--- config.mk ---
export PLATFORM = sky130hd
export DESIGN_NAME = cmp_game_ctrl_flat
export DESIGN_NICKNAME = d
export VERILOG_FILES = /design/src/rtl/cmp_game_pkg.sv /design/src/rtl/cmp_game_ctrl_if.sv /design/src/rtl/key_pulse.sv /design/src/rtl/cmp_game_ctrl.sv /design/src/flat_wrapper.sv
export SDC_FILE = /design/constraint.sdc
export NUM_CORES = 1
export LEC_CHECK = 0
export CAP_MARGIN = 15
export CORE_MARGIN = 2
export CORE_UTILIZATION = 40
export DETAILED_ROUTE_END_ITERATION = 8
export MAX_ROUTING_LAYER = met4
export PLACE_DENSITY_LB_ADDON = 0.15
export SLEW_MARGIN = 20
export SYNTH_ARGS = -nofsm -noshare
export SYNTH_HDL_FRONTEND = slang
export SYNTH_SLANG_ARGS = --single-unit
--- constraint.sdc ---
create_clock -name MAX10_CLK1_50 -period 3.43 [get_ports MAX10_CLK1_50]
set_input_delay 0.686 -clock MAX10_CLK1_50 [delete_from_list [all_inputs] [get_ports MAX10_CLK1_50]]
set_output_delay 0.686 -clock MAX10_CLK1_50 [all_outputs]
set_load 0.01 [all_outputs]
--- src/rtl/cmp_game_pkg.sv ---
// Shared types and constants for the compare-game controller: state enum,
// compare-flag payload, seven-segment glyphs and LEDR bit positions.
package cmp_game_pkg;

   localparam int unsigned NIB_W   = 4;
   localparam int unsigned TRIES_W = 4;
   localparam int unsigned SW_W    = 8;
   localparam int unsigned KEY_W   = 2;
   localparam int unsigned LEDR_W  = 10;
   localparam int unsigned HEX_W   = 8;

   localparam int unsigned LEDR_LT        = 0;
   localparam int unsigned LEDR_GT        = 1;
   localparam int unsigned LEDR_EQ        = 2;
   localparam int unsigned LEDR_TRIES_LSB = 4;
   localparam int unsigned LEDR_LOSE      = 8;
   localparam int unsigned LEDR_WIN       = 9;

   localparam logic [HEX_W-1:0] GLYPH_E     = 8'b1000_0110;
   localparam logic [HEX_W-1:0] GLYPH_L     = 8'b1100_0111;
   localparam logic [HEX_W-1:0] GLYPH_H     = 8'b1000_1001;
   localparam logic [HEX_W-1:0] GLYPH_BLANK = 8'hFF;

   typedef enum logic [2:0] {
      ST_IDLE  = 3'd0,
      ST_GUESS = 3'd1,
      ST_SHOW  = 3'd2,
      ST_WIN   = 3'd3,
      ST_LOSE  = 3'd4
   } game_state_e;

   // Bit order matches ledr[2:0]: {equal, secret>guess, secret<guess}
   typedef struct packed {
      logic eq;
      logic gt;
      logic lt;
   } cmp_flags_t;

   function automatic cmp_flags_t cmp_nibble(input logic [NIB_W-1:0] secret,
                                             input logic [NIB_W-1:0] guess);
      cmp_flags_t f;
      f.eq = (secret == guess);
      f.gt = (secret > guess);
      f.lt = (secret < guess);
      return f;
   endfunction

   function automatic logic [HEX_W-1:0] glyph_of(input cmp_flags_t f);
      logic [HEX_W-1:0] g;
      if (f.eq)      g = GLYPH_E;
      else if (f.lt) g = GLYPH_H;
      else if (f.gt) g = GLYPH_L;
      else           g = GLYPH_BLANK;
      return g;
   endfunction

endpackage

--- src/rtl/cmp_game_ctrl_if.sv ---
// Board-side bundle of the compare game: buttons and switches in, LED,
// status glyph and digit feeds out.
interface cmp_game_ctrl_if;
   import cmp_game_pkg::*;

   logic [KEY_W-1:0]  key_n;
   logic [SW_W-1:0]   sw;
   logic [LEDR_W-1:0] ledr;
   logic [HEX_W-1:0]  hex_status;
   logic [NIB_W-1:0]  secret_digit;
   logic [NIB_W-1:0]  guess_digit;
   logic              secret_show;

   modport master (
      output key_n, sw,
      input  ledr, hex_status, secret_digit, guess_digit, secret_show
   );

   modport slave (
      input  key_n, sw,
      output ledr, hex_status, secret_digit, guess_digit, secret_show
   );

endinterface

--- src/rtl/key_pulse.sv ---
// Button conditioner: 2-flop synchronizer plus falling-edge detector giving a
// registered one-cycle strobe per press of an active-low key.
module key_pulse (
   input  logic clk_i,
   input  logic rst_i,
   input  logic key_n_i,
   output logic pulse_o
);

   logic meta_q;
   logic sync_q;
   logic prev_q;
   logic pulse_q;

   // Idle level of a released key is high, so reset the chain to 1
   always_ff @(posedge clk_i) begin
      if (rst_i) begin
         meta_q  <= 1'b1;
         sync_q  <= 1'b1;
         prev_q  <= 1'b1;
         pulse_q <= 1'b0;
      end else begin
         meta_q  <= key_n_i;
         sync_q  <= meta_q;
         prev_q  <= sync_q;
         pulse_q <= prev_q & ~sync_q;
      end
   end

   assign pulse_o = pulse_q;

endmodule

--- src/rtl/cmp_game_ctrl.sv ---
// Two-player nibble guessing game controller on top of the compare datapath.
// Optional CMP_SECRET_HIDE_EN blanks the secret display while guessing.
module cmp_game_ctrl
   import cmp_game_pkg::*;
#(
   parameter int unsigned MAX_TRIES   = 8,
   parameter int unsigned SHOW_CYCLES = 50_000_000
) (
   input  logic           MAX10_CLK1_50,
   input  logic           rst,
   cmp_game_ctrl_if.slave bus
);

   localparam int unsigned CNT_W = $clog2(SHOW_CYCLES);

   logic load_p;
   logic new_p;

   key_pulse u_key_load (
      .clk_i   (MAX10_CLK1_50),
      .rst_i   (rst),
      .key_n_i (bus.key_n[0]),
      .pulse_o (load_p)
   );

   key_pulse u_key_new (
      .clk_i   (MAX10_CLK1_50),
      .rst_i   (rst),
      .key_n_i (bus.key_n[1]),
      .pulse_o (new_p)
   );

   game_state_e        state_q, state_d;
   logic [NIB_W-1:0]   secret_q, secret_d;
   logic [NIB_W-1:0]   guess_q, guess_d;
   logic [TRIES_W-1:0] tries_q, tries_d;
   cmp_flags_t         flags_q, flags_d;
   logic [CNT_W-1:0]   cnt_q, cnt_d;

   logic [LEDR_W-1:0]  ledr_q, ledr_d;
   logic [HEX_W-1:0]   hex_q, hex_d;
   logic [NIB_W-1:0]   digit_q, digit_d;
   logic               show_q, show_d;

   always_ff @(posedge MAX10_CLK1_50) begin
      if (rst) begin
         state_q  <= ST_IDLE;
         secret_q <= '0;
         guess_q  <= '0;
         tries_q  <= '0;
         flags_q  <= '0;
         cnt_q    <= '0;
         ledr_q   <= '0;
         hex_q    <= GLYPH_BLANK;
         digit_q  <= '0;
         show_q   <= 1'b1;
      end else begin
         state_q  <= state_d;
         secret_q <= secret_d;
         guess_q  <= guess_d;
         tries_q  <= tries_d;
         flags_q  <= flags_d;
         cnt_q    <= cnt_d;
         ledr_q   <= ledr_d;
         hex_q    <= hex_d;
         digit_q  <= digit_d;
         show_q   <= show_d;
      end
   end

   // Next-state logic; outputs are decoded from next values so they land with the state
   always_comb begin
      state_d  = state_q;
      secret_d = secret_q;
      guess_d  = guess_q;
      tries_d  = tries_q;
      flags_d  = flags_q;
      cnt_d    = cnt_q;

      if (new_p) begin
         state_d = ST_IDLE;
         guess_d = '0;
         tries_d = '0;
         flags_d = '0;
         cnt_d   = '0;
      end else begin
         case (state_q)
            ST_IDLE: begin
               if (load_p) begin
                  secret_d = bus.sw[7:4];
                  tries_d  = '0;
                  state_d  = ST_GUESS;
               end
            end
            ST_GUESS: begin
               if (load_p) begin
                  guess_d = bus.sw[3:0];
                  if (tries_q != TRIES_W'(MAX_TRIES)) begin
                     tries_d = tries_q + 1'b1;
                  end
                  flags_d = cmp_nibble(secret_q, bus.sw[3:0]);
                  cnt_d   = CNT_W'(SHOW_CYCLES - 1);
                  state_d = ST_SHOW;
               end
            end
            ST_SHOW: begin
               if (cnt_q == '0) begin
                  if (flags_q.eq) begin
                     state_d = ST_WIN;
                  end else if (tries_q == TRIES_W'(MAX_TRIES)) begin
                     state_d = ST_LOSE;
                  end else begin
                     state_d = ST_GUESS;
                  end
               end else begin
                  cnt_d = cnt_q - 1'b1;
               end
            end
            default: ;
         endcase
      end

      ledr_d                                  = '0;
      ledr_d[LEDR_EQ:LEDR_LT]                 = flags_d;
      ledr_d[LEDR_TRIES_LSB +: TRIES_W]       = tries_d;
      ledr_d[LEDR_LOSE]                       = (state_d == ST_LOSE);
      ledr_d[LEDR_WIN]                        = (state_d == ST_WIN);
      hex_d                                   = glyph_of(flags_d);
`ifdef CMP_SECRET_HIDE_EN
      show_d  = state_d inside {ST_IDLE, ST_WIN, ST_LOSE};
      digit_d = show_d ? secret_d : '0;
`else
      show_d  = 1'b1;
      digit_d = secret_d;
`endif
   end

   assign bus.ledr         = ledr_q;
   assign bus.hex_status   = hex_q;
   assign bus.secret_digit = digit_q;
   assign bus.guess_digit  = guess_q;
   assign bus.secret_show  = show_q;

endmodule
--- src/flat_wrapper.sv ---
// flat-port wrapper written by rule: the top's interface ports become plain ports
module cmp_game_ctrl_flat import cmp_game_pkg::*;
#(
   parameter int unsigned MAX_TRIES   = 8,
   parameter int unsigned SHOW_CYCLES = 50_000_000
)
  (MAX10_CLK1_50, rst, bus_key_n, bus_sw, bus_ledr, bus_hex_status, bus_secret_digit, bus_guess_digit, bus_secret_show);
  cmp_game_ctrl_if bus_i ();
  input  logic MAX10_CLK1_50;
  input  logic rst;
  input wire logic [$bits(bus_i.key_n)-1:0] bus_key_n;
  input wire logic [$bits(bus_i.sw)-1:0] bus_sw;
  output wire logic [$bits(bus_i.ledr)-1:0] bus_ledr;
  output wire logic [$bits(bus_i.hex_status)-1:0] bus_hex_status;
  output wire logic [$bits(bus_i.secret_digit)-1:0] bus_secret_digit;
  output wire logic [$bits(bus_i.guess_digit)-1:0] bus_guess_digit;
  output wire logic [$bits(bus_i.secret_show)-1:0] bus_secret_show;
  assign bus_i.key_n = bus_key_n;
  assign bus_i.sw = bus_sw;
  assign bus_ledr = bus_i.ledr;
  assign bus_hex_status = bus_i.hex_status;
  assign bus_secret_digit = bus_i.secret_digit;
  assign bus_guess_digit = bus_i.guess_digit;
  assign bus_secret_show = bus_i.secret_show;
  cmp_game_ctrl #(.MAX_TRIES(MAX_TRIES), .SHOW_CYCLES(SHOW_CYCLES)) u_core (.MAX10_CLK1_50(MAX10_CLK1_50), .rst(rst), .bus(bus_i));
endmodule
==> flow_metrics.tcl, run 1 <==
set metrics [dict create \
    stdcell_area_um2 3368 \
    drc 0 \
    rsz0062_at_grt "false" \
    syn_area_per_cell_um2 8.834 \
    clk_path_buf_depth 2 \
    synth_area_um2 2791 \
    post_cts_resized 0 \
    synthCells 316 \
    status "finished clean" \
    crit_type "reg -> reg" \
    yosys_warnings 0 \
    num_vias 2390 \
    p_leak_nw 1.300 \
    grt_pass1_wl_mm 10.56 \
    switchingPower_w 0.0003308 \
    setup_violations 0 \
    whs_ns 0.4124 \
    routedWlPerCell_um 14.85 \
    power_frac_clock_pct 47.8 \
    drv_slew 0 \
    cap_violations 0 \
    layout_commonest_cell "dfxtp_1" \
    antenna_found_initial 0 \
    seqPwrFrac_pct 47.6 \
    ioPinCount 39 \
    p_int_w 0.001131 \
    clock_latency_ns 0.34 \
    cts.htree.levels 3 \
    cts.reportedPaths.clkPinSlew_ns 0.07 \
    slew_headroom_pct 56.49 \
    ys_types 55 \
    die_h_um 87.54 \
    grt_overflow 0 \
    coreArea_um2 6756 \
    ir_drop_mv 0.1891 \
    final.setup_skew_ns 0.008135 \
    cellPowerDensity_nw_per_um2 434.0 \
    p_comb_share_pct 4.6 \
    cpPeakStageDelay_ns 0.46 \
    synthArstFlopShare_pct 0 \
    worstMarginPinSlew_ns 0.6476 \
    slowest_stage "nor3b_1" \
    areaGrowthSynthToFinish_pct 20.66 \
    multi_input_area_um2 1460 \
    cts_made_buffers 9 \
    die_w_um 87.54 \
    seq_area_frac_synth_pct 42.31 \
    hold_violations 0 \
    cp_cell_sequence "inv_1, ha_1, nor3b_1, nand4_1, nor3_1, a31oi_1, nor4b_1" \
    final_cell_mix "59 x dfxtp_1, 35 x clkdlybuf4s50_1, 33 x nor2_1" \
    grt_usage_pct 18.27 \
    cts_tree "done" \
    cts-root-buf "clkbuf_8" \
    period_minus_slack_ns 2.335 \
    port_buffers 35 \
    dp_hpwl_mm 4.340 \
    die_area_um2 7662 \
    max_freq_mhz 428.3 \
    routed_via_density 5.558 \
    regArea_um2 1181 \
    initial_core_util_pct 41.31 \
    nets 365 \
    dr.pass1.iters 4 \
    hold_class "reg -> reg" \
    worst_setup_path_end_kind "register" \
    rows 30 \
    synth-edff-count 0 \
    switching_share_pct 22.63 \
    tns_ns 0 \
    dpl_cell_area_um2 3152 \
    antenna_cells 0 \
    path_max_fanout 6 \
    wl_mm 6.385 \
    arrival_ns 2.58 \
    start_kind "register" \
    cp.required_ns 3.67 \
    clock_sink_count 59 \
    fillers 675 \
    grt_start_max_net_pins 34 \
    globalplace.congestion 0.8001 \
    post-cts-setup-buffers 0 \
    ys.flop_type "dfxtp_1" \
    first_iter_violations 152 \
    grt_pass1_vias 2194 \
    drive_gt1_share_pct 10.86 \
    ant_nets 0 \
    reg2reg_slack_ns 1.10 \
    ys_seq_elements 59 \
    period_share_pct 68.06 \
    cts_hold_buf 0 \
]
## path summary, 6_finish.rpt
kind                                 start                  endpoint  depth (start not counted)
setup / recovery           u_core.cnt_q[0]        u_core.bus.ledr[9]                          7
hold / removal    u_core.u_key_load.meta_q  u_core.u_key_load.sync_q                          1
setup reg to reg           u_core.cnt_q[0]        u_core.bus.ledr[9]                          7
hold reg to reg   u_core.u_key_load.meta_q  u_core.u_key_load.sync_q                          1
## critical path, delay by kind of cell (launching register included)
kind,cells,cell delay (ns)
and+or+nand+nor,4,1.47
DFF,1,0.32
adders and majority gates,1,0.17
AOI/OAI and AO/OA,1,0.14
buffers and inverters,1,0.13
## per-layer routing
layer | global-route usage [%] | vias to the layer above | wire length [µm]
met5 | - | - | 0
met1 | 23.84 | 1122 | 3155
li1 | - | 1197 | -
met4 | 9.371 | 0 | 136
met2 | 26.31 | 59 | 2787
met3 | 4.241 | 12 | 305
## flip-flops by register name, summed over array words and instances, names as in the netlist
name,count
u_core.cnt_q,26
u_core.u_key_new.pulse_o,1
u_core.u_key_new.prev_q,1
u_core.u_key_load.sync_q,1
u_core.u_key_load.prev_q,1
u_core.u_key_load.pulse_o,1
u_core.bus.guess_digit,4
u_core.bus.ledr,9
u_core.u_key_new.sync_q,1
u_core.u_key_load.meta_q,1
u_core.u_key_new.meta_q,1
u_core.state_q,3
u_core.bus.secret_digit,4
u_core.bus.hex_status,5
## cells in the mapped netlist (3+ instances only)
| cell type | n | area [µm²] |
|---|---|---|
| or2_2 | 10 | 62.56 |
| nor2_1 | 33 | 123.9 |
| mux2i_1 | 4 | 40.04 |
| nor4b_1 | 3 | 26.28 |
| buf_1 | 3 | 11.26 |
| o2111ai_1 | 3 | 26.28 |
| nand4_1 | 5 | 31.28 |
| nor3_1 | 14 | 70.07 |
| nand3_1 | 6 | 30.03 |
| ha_1 | 8 | 100.1 |
| a211oi_1 | 3 | 22.52 |
| xnor2_1 | 5 | 43.79 |
| o211ai_1 | 4 | 30.03 |
| or3_1 | 9 | 56.30 |
| o21ai_0 | 9 | 45.04 |
| dfxtp_1 | 59 | 1181 |
| or4_1 | 5 | 37.54 |
| inv_1 | 12 | 45.04 |
| buf_4 | 6 | 45.04 |
| a31oi_1 | 7 | 43.79 |
| clkbuf_1 | 7 | 26.28 |
| o21a_1 | 3 | 22.52 |
| a21oi_1 | 23 | 115.1 |
| xor2_1 | 8 | 70.07 |
| nor2b_1 | 3 | 18.77 |
| nand2_1 | 20 | 75.07 |
| nor4_2 | 4 | 50.05 |
| o31ai_1 | 4 | 30.03 |
| buf_2 | 3 | 15.01 |
| nand2b_1 | 3 | 18.77 |
## area by class of cell
cell class                      instances  area share (%)
Inverter                               12           1.337
Tap cell                               80           2.972
Multi-Input combinational cell        226           43.35
Clock buffer                           10           3.789
Sequential cell                        59           35.07
Clock inverter                          6           2.637
Timing Repair Buffer                   37           10.85
## kinds of logic after synthesis
kind of cell | share of synthesized area [%]
AOI/OAI and AO/OA | 17.30
xor gates and xnor gates | 4.079
adders and majority gates | 3.586
buffers and inverters | 5.513
DFF | 42.31
muxes | 1.434
other | 0.2690
and+or+nand+nor | 25.50
## metrics by stage
step / util [%] / worst slack, ns / std cells / power, W
floorplan: - / 1.540 / 317 / 0.0007540
global placement: 46.65 / 0.8585 / 414 / 0.0007777
detailed placement: 46.65 / 0.8312 / 414 / 0.0007786
CTS: 49.85 / 1.133 / 430 / 0.001479
global route: 49.85 / 0.9261 / 430 / 0.001516
finish: 49.85 / 1.095 / 430 / 0.001462
## power groups by stage
stage                     combinational [W]  sequential (W)  clock [W]
after floorplan                   0.0000440        0.000710          0
after global placement            0.0000663        0.000711          0
after detailed placement          0.0000671        0.000712          0
after CTS                         0.0000674        0.000696   0.000716
after global routing              0.0000749        0.000696   0.000744
final                             0.0000675        0.000696   0.000698
Power figures use the tool's default switching activity.
==> run 2, diff against run 1 <==
clock period = 2.45 ns   (was 3.43 ns; I/O delays follow)
==> run 2 against run 1 <==
  * Routed wire length grew 0.30%
  * Clock power up 14%
  * Design area up 1.1%
  * First-iteration DRC count is 39% lower
  * Critical path depth up 1
  * Cell count grew 2.3%
  * Non-clock buffer count increased by 10
  * Hold slack is essentially flat
  * Combinational power grew 48%
  * Die area did not move
  * Sequential power up 40%
  * Register-to-register slack got worse by 0.69 ns
==> flow_metrics.tcl, run 2 (synthesis results as in run 1) <==
set metrics [dict create \
    clk_path_buf_depth 2 \
    status "finished clean" \
    final.setup_skew_ns 0.009731 \
    timing.rr.start "u_core.state_q[0]" \
    largest_reg_flops 26 \
    power_w 0.001871 \
    p_int_w 0.001384 \
    cts.htree.levels 3 \
    worstMarginPinSlew_ns 0.4987 \
    whs_path_depth 2 \
    post_cts_resized 0 \
    coreArea_um2 6756 \
    die_h_um 87.54 \
    nets 375 \
    timing.rr.end "u_core.cnt_q[25]" \
    finalNonFillerCells 440 \
    stdcell_area_um2 3405 \
    post-cts-setup-buffers 0 \
    switchingPower_w 0.0004868 \
    port_buffers 35 \
    drc 0 \
    rows 30 \
    drv_slew 0 \
    hold_end "u_core.u_key_new.pulse_o" \
    rsz0062_at_grt "false" \
    seqPwrFrac_pct 52.1 \
    p_leak_nw 1.327 \
    cts.reportedPaths.clkPinSlew_ns 0.07 \
    reg2reg_slack_ns 0.41 \
    max_freq_mhz 486.5 \
    worst_setup_path_end_kind "register" \
    hold_class "reg -> reg" \
    largest-register "u_core.cnt_q" \
    cp.required_ns 2.68 \
    slew_headroom_pct 66.53 \
    antenna_cells 0 \
    hold_violations 0 \
    period_minus_slack_ns 2.056 \
    setup_violations 0 \
    routedWlPerCell_um 14.55 \
    first_iter_violations 93 \
    ir_drop_mv 0.2908 \
    path_max_fanout 4 \
    num_vias 2428 \
    crit_type "in -> reg" \
    period_share_pct 83.90 \
    initial_core_util_pct 41.31 \
    die_area_um2 7662 \
    clock_latency_ns 0.35 \
    cts_hold_buf 0 \
    dp_hpwl_mm 4.618 \
    cellPowerDensity_nw_per_um2 549.5 \
    grt_pass1_vias 2301 \
    dpl_cell_area_um2 3227 \
    grt_overflow 0 \
    dr.pass1.iters 4 \
    die_w_um 87.54 \
    hold_path.startpoint "u_core.u_key_new.prev_q" \
    layout_commonest_cell "dfxtp_1" \
    globalplace.congestion 0.8195 \
    power_frac_clock_pct 42.6 \
    cts-root-buf "clkbuf_8" \
    arrival_ns 2.28 \
    final_cell_mix "59 x dfxtp_1, 35 x clkdlybuf4s50_1, 33 x nor2_1" \
    ioPinCount 39 \
    cts_tree "done" \
    antenna_found_initial 0 \
    switching_share_pct 26.02 \
    rr_worst_depth 5 \
    grt_usage_pct 19.10 \
    wl_mm 6.404 \
    clock_sink_count 59 \
    areaGrowthSynthToFinish_pct 21.96 \
    p_comb_share_pct 5.4 \
    start_kind "input pin" \
    placedCellCount 424 \
    cts_made_buffers 9 \
    grt_start_max_net_pins 24 \
    cap_violations 0 \
    tns_ns 0 \
    ant_nets 0 \
    routed_via_density 5.518 \
    grt_pass1_wl_mm 11.01 \
    drive_gt1_share_pct 13.61 \
]
-- run 2: cell types whose count changed in the layout (fill, tap and decap cells not counted), sizes merged --
cell	previous run	this run
buf	2	12
bufinv	2	0
clkinv	1	3
clkbuf	10	9
clkinvlp	2	3
-- run 2: worst max path at each step --
stage | from | slack (ns) | cells past startpoint | end
floorplan | u_core.cnt_q[0] | 0.58 | 7 | u_core.bus.ledr[9]
global placement | bus_sw[1] | 0.15 | 8 | u_core.bus.hex_status[1]
detailed placement | bus_sw[1] | 0.05 | 8 | u_core.bus.hex_status[1]
CTS | u_core.state_q[0] | 0.40 | 5 | u_core.cnt_q[25]
global route | u_core.cnt_q[0] | 0.16 | 8 | u_core.cnt_q[10]
finish | bus_sw[1] | 0.39 | 8 | u_core.bus.hex_status[1]
-- run 2: power by group through the flow --
stage | Clock (W) | Combinational, W | Sequential [W]
after floorplan | 0 | 0.0000616 | 0.000994
after global placement | 0 | 0.0000984 | 0.000996
after detailed placement | 0 | 0.000100 | 0.000996
after CTS | 0.000819 | 0.000101 | 0.000974
after global routing | 0.000866 | 0.000112 | 0.000975
final | 0.000796 | 0.000100 | 0.000974
-- run 2: worst max-delay path, stage by stage --
cell	delay, ns
clkdlybuf4s50_1	0.49
inv_1	0.05
ha_1	0.29
nor2b_1	0.14
o21a_1	0.16
o21ai_0	0.30
a32o_1	0.27
o21ai_0	0.10
-- run 2: cell type report --
cell class | count | area (µm²)
fillers | 671 | 3352
multi-input cells | 226 | 1460
flip-flops and latches | 59 | 1181
repair buffers | 47 | 440.4
clock buffers | 9 | 123.9
well taps | 80 | 100.1
clock inverters | 7 | 53.80
inverters | 12 | 45.04
-- run 2: stage by stage --
step / hold slack (ns) / setup WS, ns / utilization [%]
3_5_place_dp: 0.3966 / 0.05384 / 47.76
2_1_floorplan: 0.3895 / 0.5824 / -
4_1_cts: 0.4136 / 0.4002 / 50.39
5_1_grt: 0.4216 / 0.1601 / 50.39
6_report: 0.4122 / 0.3944 / 50.39
3_3_place_gp: 0.3922 / 0.1501 / 47.76
-- run 2: per-layer routing --
| layer | part of all wire [%] | vias up | GRT usage, % |
|---|---|---|---|
| li1 | - | 1221 | - |
| met1 | 48 | 1145 | 24.36 |
| met2 | 44 | 50 | 27.89 |
| met3 | 5.2 | 12 | 4.241 |
| met4 | 2.0 | 0 | 10.63 |
| met5 | 0 | - | - |
